[src/rtl/riscv_enc_pkg.sv]
// Shared RV32I encoding definitions: format codes, opcodes, field bundle and packer.
package riscv_enc_pkg;

    localparam int unsigned XLEN  = 32;
    localparam int unsigned FMT_W = 3;
    localparam int unsigned OPC_W = 7;
    localparam int unsigned REG_W = 5;
    localparam int unsigned F3_W  = 3;
    localparam int unsigned F7_W  = 7;
    localparam int unsigned CNT_W = 8;

    localparam logic [FMT_W-1:0] FMT_R = 3'd0;
    localparam logic [FMT_W-1:0] FMT_I = 3'd1;
    localparam logic [FMT_W-1:0] FMT_S = 3'd2;
    localparam logic [FMT_W-1:0] FMT_B = 3'd3;
    localparam logic [FMT_W-1:0] FMT_U = 3'd4;
    localparam logic [FMT_W-1:0] FMT_J = 3'd5;

    localparam logic [OPC_W-1:0] OP_LOAD   = 7'h03;
    localparam logic [OPC_W-1:0] OP_IMM    = 7'h13;
    localparam logic [OPC_W-1:0] OP_AUIPC  = 7'h17;
    localparam logic [OPC_W-1:0] OP_STORE  = 7'h23;
    localparam logic [OPC_W-1:0] OP        = 7'h33;
    localparam logic [OPC_W-1:0] OP_LUI    = 7'h37;
    localparam logic [OPC_W-1:0] OP_BRANCH = 7'h63;
    localparam logic [OPC_W-1:0] OP_JALR   = 7'h67;
    localparam logic [OPC_W-1:0] OP_JAL    = 7'h6f;

    typedef struct packed {
        logic [FMT_W-1:0] fmt;
        logic [OPC_W-1:0] opcode;
        logic [REG_W-1:0] rd;
        logic [REG_W-1:0] rs1;
        logic [REG_W-1:0] rs2;
        logic [F3_W-1:0]  func3;
        logic [F7_W-1:0]  func7;
        logic [XLEN-1:0]  imm;
    } enc_bundle_t;

    // Pack a field bundle into an instruction word; illegal formats yield zero.
    function automatic logic [XLEN-1:0] pack_instr(input enc_bundle_t b);
        logic [XLEN-1:0] w;
        w = '0;
        case (b.fmt)
            FMT_R: w = {b.func7, b.rs2, b.rs1, b.func3, b.rd, b.opcode};
            FMT_I: w = {b.imm[11:0], b.rs1, b.func3, b.rd, b.opcode};
            FMT_S: w = {b.imm[11:5], b.rs2, b.rs1, b.func3, b.imm[4:0], b.opcode};
            FMT_B: w = {b.imm[12], b.imm[10:5], b.rs2, b.rs1, b.func3,
                        b.imm[4:1], b.imm[11], b.opcode};
            FMT_U: w = {b.imm[31:12], b.rd, b.opcode};
            FMT_J: w = {b.imm[20], b.imm[10:1], b.imm[11], b.imm[19:12], b.rd, b.opcode};
            default: w = '0;
        endcase
        return w;
    endfunction

endpackage

[src/rtl/instr_imm_check.sv]
// Combinational check: flags bundles whose immediate cannot be encoded exactly.
module instr_imm_check
    import riscv_enc_pkg::*;
(
    input  logic [FMT_W-1:0] fmt,
    input  logic [XLEN-1:0]  imm,
    output logic             err_c
);

    localparam logic signed [XLEN-1:0] I_MIN = -32'sd2048;
    localparam logic signed [XLEN-1:0] I_MAX = 32'sd2047;
    localparam logic signed [XLEN-1:0] B_MIN = -32'sd4096;
    localparam logic signed [XLEN-1:0] B_MAX = 32'sd4094;
    localparam logic signed [XLEN-1:0] J_MIN = -32'sd1048576;
    localparam logic signed [XLEN-1:0] J_MAX = 32'sd1048574;

    logic signed [XLEN-1:0] simm;
    assign simm = signed'(imm);

    // Range and alignment rules per format; unknown formats always error.
    always_comb begin
        err_c = 1'b0;
        case (fmt)
            FMT_R:        err_c = 1'b0;
            FMT_I, FMT_S: err_c = (simm < I_MIN) || (simm > I_MAX);
            FMT_B:        err_c = (simm < B_MIN) || (simm > B_MAX) || imm[0];
            FMT_U:        err_c = (imm[11:0] != 12'h000);
            FMT_J:        err_c = (simm < J_MIN) || (simm > J_MAX) || imm[0];
            default:      err_c = 1'b1;
        endcase
    end

endmodule

[src/rtl/instr_encoder.sv]
// Two-stage RV32I encoder: S1 holds the bundle plus range flag, S2 holds the packed word.
module instr_encoder
    import riscv_enc_pkg::*;
(
    input  logic              clk,
    input  logic              rst,
    input  logic              in_valid,
    output logic              in_ready,
    input  logic [FMT_W-1:0]  fmt,
    input  logic [OPC_W-1:0]  opcode,
    input  logic [REG_W-1:0]  rd,
    input  logic [REG_W-1:0]  rs1,
    input  logic [REG_W-1:0]  rs2,
    input  logic [F3_W-1:0]   func3,
    input  logic [F7_W-1:0]   func7,
    input  logic [XLEN-1:0]   imm,
    output logic              out_valid,
    input  logic              out_ready,
    output logic [XLEN-1:0]   instr,
    output logic              enc_err,
    output logic [CNT_W-1:0]  err_count
);

    enc_bundle_t bundle_in;
    enc_bundle_t s1_bundle;
    logic        s1_valid;
    logic        s1_err;
    logic        in_err_c;
    logic        s2_advance_c;

    assign bundle_in = '{fmt: fmt, opcode: opcode, rd: rd, rs1: rs1, rs2: rs2,
                         func3: func3, func7: func7, imm: imm};

    instr_imm_check u_imm_check (
        .fmt   (fmt),
        .imm   (imm),
        .err_c (in_err_c)
    );

    // S2 loads when empty or draining; S1 moves in lockstep with it.
    assign s2_advance_c = !out_valid || out_ready;
    assign in_ready     = !s1_valid || s2_advance_c;

    // Stage 1: capture bundle and its error flag on accept.
    always_ff @(posedge clk or posedge rst) begin
        if (rst) begin
            s1_valid  <= 1'b0;
            s1_bundle <= '0;
            s1_err    <= 1'b0;
        end else if (in_ready) begin
            s1_valid <= in_valid;
            if (in_valid) begin
                s1_bundle <= bundle_in;
                s1_err    <= in_err_c;
            end
        end
    end

    // Stage 2: pack the word; output holds while stalled.
    always_ff @(posedge clk or posedge rst) begin
        if (rst) begin
            out_valid <= 1'b0;
            instr     <= '0;
            enc_err   <= 1'b0;
        end else if (s2_advance_c) begin
            out_valid <= s1_valid;
            if (s1_valid) begin
                instr   <= pack_instr(s1_bundle);
                enc_err <= s1_err;
            end
        end
    end

    // Saturating count of delivered erroneous words.
    always_ff @(posedge clk or posedge rst) begin
        if (rst) begin
            err_count <= '0;
        end else if (out_valid && out_ready && enc_err && (err_count != {CNT_W{1'b1}})) begin
            err_count <= err_count + CNT_W'(1);
        end
    end

endmodule

[config.mk]
export PLATFORM = sky130hd
export DESIGN_NAME = instr_encoder
export DESIGN_NICKNAME = d
export VERILOG_FILES = /design/src/rtl/riscv_enc_pkg.sv /design/src/rtl/instr_imm_check.sv /design/src/rtl/instr_encoder.sv
export SDC_FILE = /design/constraint.sdc
export NUM_CORES = 1
export LEC_CHECK = 0
export CAP_MARGIN = 20
export CORE_MARGIN = 3
export CORE_UTILIZATION = 56
export CTS_BUF_LIST = sky130_fd_sc_hd__clkbuf_8
export CTS_CLUSTER_DIAMETER = 50
export CTS_CLUSTER_SIZE = 10
export DETAILED_ROUTE_END_ITERATION = 7
export PLACE_DENSITY = 0.93
export RECOVER_POWER = 100
export SYNTH_ARGS = -nofsm -noshare
export SYNTH_HDL_FRONTEND = slang
export SYNTH_SLANG_ARGS = --single-unit
[constraint.sdc]
create_clock -name clk -period 6.5 [get_ports clk]
set_input_delay 1.625 -clock clk [delete_from_list [all_inputs] [get_ports clk]]
set_output_delay 1.625 -clock clk [all_outputs]
set_load 0.01 [all_outputs]
==> results of run 1 <==
## worst max-delay path, cell delays in order
cell and delay (ns):
dlygate4sd3_1 0.56, nand3b_1 0.25, nand2_1 1.26, clkbuf_1 1.25, mux2_2 0.45
## metrics by stage
stage	hold WS [ns]	instances	total power, mW	setup slack [ns]	cell area (sq um)
2_1_floorplan	0.4572	392	1.182	1.944	4880
3_3_place_gp	0.4604	595	1.421	2.031	6085
3_5_place_dp	0.4689	595	1.452	1.964	6085
4_1_cts	0.4921	608	1.920	1.953	6306
5_1_grt	0.5018	608	1.975	1.111	6277
6_report	0.4795	608	1.883	1.339	6277
## cells in the final DEF (no fill, tap or decap), types with 2 or more instances in the layout
cell type,n
a22oi_1,10
dfrtp_1,111
xor2_1,5
clkdlybuf4s50_1,68
a31oi_1,2
mux2_1,2
xnor2_1,5
mux2_2,75
nor2b_1,12
a22o_1,8
nor3_1,2
a221oi_1,6
mux2i_1,8
o21ai_0,21
nand2_1,28
clkbuf_1,2
a21o_1,2
nand2b_1,4
nand3_1,6
dlygate4sd3_1,45
nor4_1,6
a211oi_1,3
nor2_1,13
clkbuf_8,9
nand4_1,10
a21oi_1,14
inv_1,5
bufinv_16,3
nand3b_1,2
## sequential cells by signal (all words and copies together) (netlist names)
register,count
enc_err,1
err_count,8
instr,32
out_valid,1
s1_bundle,67
s1_err,1
s1_valid,1
## power by group through the flow
| stage | Clock, mW | Sequential [mW] | Combinational [mW] |
|---|---|---|---|
| 5_1_grt | 0.500 | 0.944 | 0.531 |
| 2_1_floorplan | 0 | 0.938 | 0.244 |
| 4_1_cts | 0.474 | 0.927 | 0.519 |
| 3_5_place_dp | 0 | 0.939 | 0.513 |
| 6_report | 0.471 | 0.926 | 0.487 |
| 3_3_place_gp | 0 | 0.928 | 0.493 |
## layer usage
| metal | routed length, um | global-route usage [%] |
|---|---|---|
| met1 | 4761 | 30.75 |
| met2 | 6014 | 42.15 |
| met3 | 727 | 5.400 |
| met4 | 288 | 9.874 |
| met5 | 0 | 0 |
## worst min path at each step
| stage | startpoint | to | slack (ns) | cells past startpoint |
|---|---|---|---|---|
| global route | err_count[5]$_DFFE_PP0P_ | err_count[5]$_DFFE_PP0P_ | 0.50 | 1 |
| CTS | instr[28]$_DFFE_PP0P_ | instr[28]$_DFFE_PP0P_ | 0.49 | 2 |
| global placement | instr[11]$_DFFE_PP0P_ | instr[11]$_DFFE_PP0P_ | 0.46 | 2 |
| finish | instr[21]$_DFFE_PP0P_ | instr[21]$_DFFE_PP0P_ | 0.48 | 2 |
| floorplan | s1_valid$_DFFE_PP0N_ | out_valid$_DFFE_PP0P_ | 0.46 | 1 |
| detailed placement | instr[28]$_DFFE_PP0P_ | instr[28]$_DFFE_PP0P_ | 0.47 | 2 |
## kinds of logic (layout without fill, tap and decap cells)
| logic type | count (synthesis) | after routing |
|---|---|---|
| AOI/OAI and AO/OA | 69 | 69 |
| xor gates and xnor gates | 10 | 10 |
| adders and majority gates | 1 | 1 |
| buffers and inverters | 25 | 136 |
| DFF | 111 | 111 |
| muxes | 85 | 85 |
| and+or+nand+nor | 91 | 91 |
## area by class of cell
class                           instances  share of cell area (%)
Tap cell                              105                   2.093
Inverter                                6                  0.3787
Clock inverter                          4                   1.555
Multi-Input combinational cell        256                   31.41
Timing Repair Buffer                  117                   18.34
Clock buffer                            9                   1.973
Sequential cell                       111                   44.25
==> impl_metrics.csv, run 1 <==
group,metric,value,unit
floorplanning,coreArea,8341,sq um
timing,slew_headroom,-63.33,%
pwr,sequentialPowerShare,49.1,%
global_route,track_usage,24.73,%
floorplanning,rows,33,
routing,drc,0,
floorplanning,die_w,99.35,um
layout,fill_cells,560,
clock_network,clock_latency,0.37,ns
routing,num_vias,3589,
pwr,powerDensity,300.0,nW/um^2
floorplanning,start_util,58.51,%
synthesis,synth_xor_area_share,1.795,%
timing,setup-tns-final,0,ns
synthesis,synth-compound-area-share,9.564,%
synthesis,yosys.cell_types.count,40,
pwr,power_frac_clock,25.0,%
synthesis,syn_area,4880,sq um
outcome,status,"finished with violations",
clock_network,cts-resized-gates,0,
clock_network,h-tree-depth,3,
routing,dr.pass1.iters,4,
floorplanning,dieArea,9869,sq um
layout,final_net_count,573,
synthesis,synth_edf_count,0,
synthesis,synth.area.top_cells,"dfrtp_1 57%, mux2_2 18%, nand2_1 2.2%",
synthesis,synthAdderAreaFrac,0.2564,%
synthesis,yosys.area_share.simple,9.692,%
routing,drtIter0Drc,224,
pwr,p_sw_share,28.69,%
worst_setup_path,r2r_start,"out_valid$_DFFE_PP0P_",
clock_network,cts_setup_buffers,0,
place,gp_congestion,0.7687,
layout,seqCellArea,2778,sq um
global_route,grt_pass1_wl,19290,um
synthesis,synth_top_family_by_area,"multiplexers",
worst_setup_path,path_class,"in -> reg",
timing,finalCritPeriodShare,79.40,%
synthesis,synth_area_leader_cell,"dfrtp_1",
layout,syn2layout_area_growth,28.64,%
floorplanning,die_h,99.35,um
timing,finalClockSkew,0.01196,ns
synthesis,yosysWarnings,0,
outcome,violations,"capacitance limit, slew limit",
routing,via_per_inst,5.903,
clock_network,cts_tree,"yes",
worst_setup_path,worst_setup_path_start_kind,"primary input",
layout,multi_input_area,1972,sq um
worst_setup_path,end_kind,"flip-flop",
pwr,ir_worst_vdd,0.1918,mV
clock_network,numCtsBuffers,9,
place,dp_hpwl,8384,um
clock_network,clock_path_buffers,2,
clock_network,postCtsHoldBufs,0,
hold_path,hold_path.class,"reg -> reg",
synthesis,yosysSeqAreaShare,56.92,%
synthesis,synth_mux_area_share,19.41,%
global_route,antenna_found_initial,0,
place,port-buffer-count,113,
synthesis,syn_nets,464,
routing,avgRoutedWirePerCell,19.39,um
worst_setup_path,r2r-end,"s1_bundle[36]$_DFFE_PP0P_",
synthesis,synth_top_area_share,56.92,%
worst_setup_path,crit_fanout,40,
pwr,power_frac_comb,25.8,%
layout,final_util,75.26,%
routing,routed_wl,11790,um
layout,antennaDiodeCount,0,
timing,slew_violations,181,
worst_setup_path,cp.required,6.75,ns
layout,drive_gt1_share,19.09,%
pwr,p_switching,540.4,uW
timing,rsz0062_at_grt,"no",
synthesis,synth-seq-cells,111,
clock_network,cts.sinks,111,
synthesis,synthTopCellsByCount,"111 x dfrtp_1, 77 x mux2_2, 28 x nand2_1",
worst_setup_path,crit_start,"out_ready",
timing,worstMarginPinSlew,2.436,ns
worst_setup_path,worstRegToRegCells,4,
clock_network,cts_root_buf,"clkbuf_8",
worst_setup_path,r2r_slack,2.84,ns
worst_setup_path,critPathCapture,"s1_bundle[36]$_DFFE_PP0P_",
timing,post-route-min-period,5.161,ns
global_route,gr-total-overflow,0,
job,maxCapViolations,4,
timing,max_clock_freq,0.1938,GHz
synthesis,syn_area_per_cell,12.45,sq um
pwr,p_leak,2.651,nW
synthesis,yosys.cell_count.top_type,"dfrtp_1",
routing,ant_nets,0,
global_route,grt_max_degree,58,
timing,setup_viol,0,
synthesis,syn_inst,392,
clock_network,cts.clk_slew.worst_paths,0.10,ns
worst_setup_path,crit_arrival,5.41,ns
pwr,internal-power,1.343,mW
global_route,first_global_vias,3819,
floorplanning,ioPinCount,114,
timing,hold_viol,0,
synthesis,async_flop_share,100.0,%
synthesis,ys.flop_type,"dfrtp_1",
No activity file was read; power rests on OpenSTA's default activity.
==> run 2, diff against run 1 <==
Settings changed: CORE_UTILIZATION 56 to 47, PLACE_DENSITY 0.93 to 0.84.
Clock period 6.5 ns to 4.55 ns, I/O delays scaled along.
==> impl_metrics.csv, run 2 (synthesis results as in run 1) <==
group,metric,value,unit
outcome,status,"finished with violations",
outcome,violations,"capacitance limit, slew limit",
clock_network,postCtsHoldBufs,0,
layout,top_register,"s1_bundle",
routing,dr.pass1.iters,4,
layout,final_net_count,574,
floorplanning,ioPinCount,114,
global_route,first_global_vias,3516,
place,gp_congestion,0.8608,
layout,antennaDiodeCount,0,
pwr,power_frac_comb,25.8,%
timing,hold_viol,0,
timing,worstMarginPinSlew,2.390,ns
worst_setup_path,worst_setup_path_start_kind,"primary input",
clock_network,cts.sinks,111,
layout,syn2layout_area_growth,29.64,%
worst_setup_path,slowest_stage,"dlygate4sd3_1",
job,maxCapViolations,3,
layout,fill_cells,811,
place,place_inst,624,
worst_setup_path,crit_chain,"dlygate4sd3_1 -> nand3b_1 -> dlygate4sd3_1",
floorplanning,rows,36,
floorplanning,start_util,49.02,%
clock_network,clock_latency,0.35,ns
pwr,ir_worst_vdd,0.2638,mV
timing,finalCritPeriodShare,82.59,%
routing,drc,0,
clock_network,cts_root_buf,"clkbuf_8",
place,dp_hpwl,8099,um
layout,layout_commonest_cell,"dfrtp_1",
layout,mostFrequentLayoutCells,"111 x dfrtp_1, 77 x mux2_2, 68 x clkdlybuf4s50_1",
routing,ant_nets,0,
floorplanning,die_w,107.9,um
pwr,sequentialPowerShare,49.6,%
worst_setup_path,crit_arrival,2.62,ns
clock_network,cts_tree,"yes",
clock_network,cts.clk_slew.worst_paths,0.09,ns
pwr,finalPower,2.664,mW
worst_setup_path,crit_top_cell,"dlygate4sd3_1",
global_route,grt_max_degree,70,
floorplanning,die_h,107.9,um
pwr,internal-power,1.921,mW
layout,final_util,63.55,%
pwr,p_leak,2.673,nW
worst_setup_path,r2r_slack,1.92,ns
clock_network,numCtsBuffers,9,
floorplanning,dieArea,11640,sq um
pwr,p_switching,742.9,uW
clock_network,h-tree-depth,3,
worst_setup_path,end_kind,"output pin",
clock_network,cts_setup_buffers,0,
timing,slew_violations,167,
timing,slew_headroom,-60.22,%
routing,avgRoutedWirePerCell,17.53,um
timing,rsz0062_at_grt,"no",
timing,finalClockSkew,0.01434,ns
worst_setup_path,crit_fanout,4,
worst_setup_path,path_class,"in -> out",
clock_network,clock_path_buffers,2,
routing,num_vias,3475,
global_route,gr-total-overflow,0,
layout,fin_cells,639,
timing,setup_viol,0,
place,port-buffer-count,113,
routing,drtIter0Drc,132,
global_route,antenna_found_initial,0,
timing,max_clock_freq,0.2661,GHz
clock_network,cts-resized-gates,0,
pwr,powerDensity,421.1,nW/um^2
layout,drive_gt1_share,19.96,%
global_route,track_usage,19.92,%
routing,via_per_inst,5.438,
pwr,power_frac_clock,24.6,%
worst_setup_path,cp.required,3.41,ns
global_route,grt_pass1_wl,17910,um
timing,setup-tns-final,0,ns
worst_setup_path,max_stage_delay,0.66,ns
layout,reg_top3,"s1_bundle: 67 flops, instr: 32 flops, err_count: 8 flops",
routing,routed_wl,11200,um
timing,post-route-min-period,3.758,ns
timing,hold_ws,0.4812,ns
hold_path,hold_path.class,"reg -> reg",
pwr,p_sw_share,27.89,%
layout,largest_reg_flops,67,
floorplanning,coreArea,9955,sq um
## run 2: cell types whose count changed in the layout (fill, tap and decap cells not counted)
cell	delta
clkbuf_2	+2
inv_1	+2
mux2_1	-2
mux2_2	+2
clkbuf_1	-1
clkinv_2	+1
clkinvlp_4	-1
nand2_1	-1
nand2_2	+1
## run 2: worst max-delay path, delay by kind of cell
family | cells | cell delay, ns
and+or+nand+nor | 1 | 0.25
buffers and inverters | 2 | 1.23
## run 2: stage by stage
| step | worst slack (ns) | area (sq um) |
|---|---|---|
| 3_5_place_dp | 1.002 | 6127 |
| 6_report | 0.7923 | 6326 |
| 3_3_place_gp | 1.057 | 6127 |
| 4_1_cts | 0.9880 | 6354 |
| 5_1_grt | 0.5261 | 6326 |
| 2_1_floorplan | 0.4818 | 4880 |
## run 2: final timing paths
check | start | to | cells after the start
max | out_ready | in_ready | 3
min | instr[15]$_DFFE_PP0P_ | instr[15]$_DFFE_PP0P_ | 2
max reg2reg | out_valid$_DFFE_PP0P_ | instr[27]$_DFFE_PP0P_ | 5
min reg2reg | instr[15]$_DFFE_PP0P_ | instr[15]$_DFFE_PP0P_ | 2
max in group asynchronous | rst | s1_bundle[17]$_DFFE_PP0P_ | 3
min in group asynchronous | rst | s1_bundle[32]$_DFFE_PP0P_ | 2
## run 2: per-layer routing
layer	global-route usage [%]	vias up	wire length [um]
li1	-	1635	-
met1	26.82	1720	4931
met2	32.24	104	5463
met3	4.499	16	601
met4	6.041	0	206
met5	0	-	0
## run 2: layout make-up
| class | count | area (sq um) | area share (%) |
|---|---|---|---|
| sequential | 111 | 2778 | 43.91 |
| clock buffer | 9 | 123.9 | 1.958 |
| tap | 133 | 166.4 | 2.631 |
| multi-input combinational | 256 | 1974 | 31.21 |
| inverter | 6 | 23.77 | 0.3758 |
| clock inverter | 6 | 102.6 | 1.622 |
| timing repair buffer | 118 | 1157 | 18.30 |
## run 2: power groups by stage
| stage | registers, mW | logic (mW) | clock network (mW) |
|---|---|---|---|
| after floorplan | 1.34 | 0.348 | 0 |
| after global placement | 1.33 | 0.707 | 0 |
| after detailed placement | 1.34 | 0.727 | 0 |
| after CTS | 1.33 | 0.732 | 0.677 |
| after global routing | 1.35 | 0.751 | 0.716 |
| final | 1.32 | 0.686 | 0.657 |
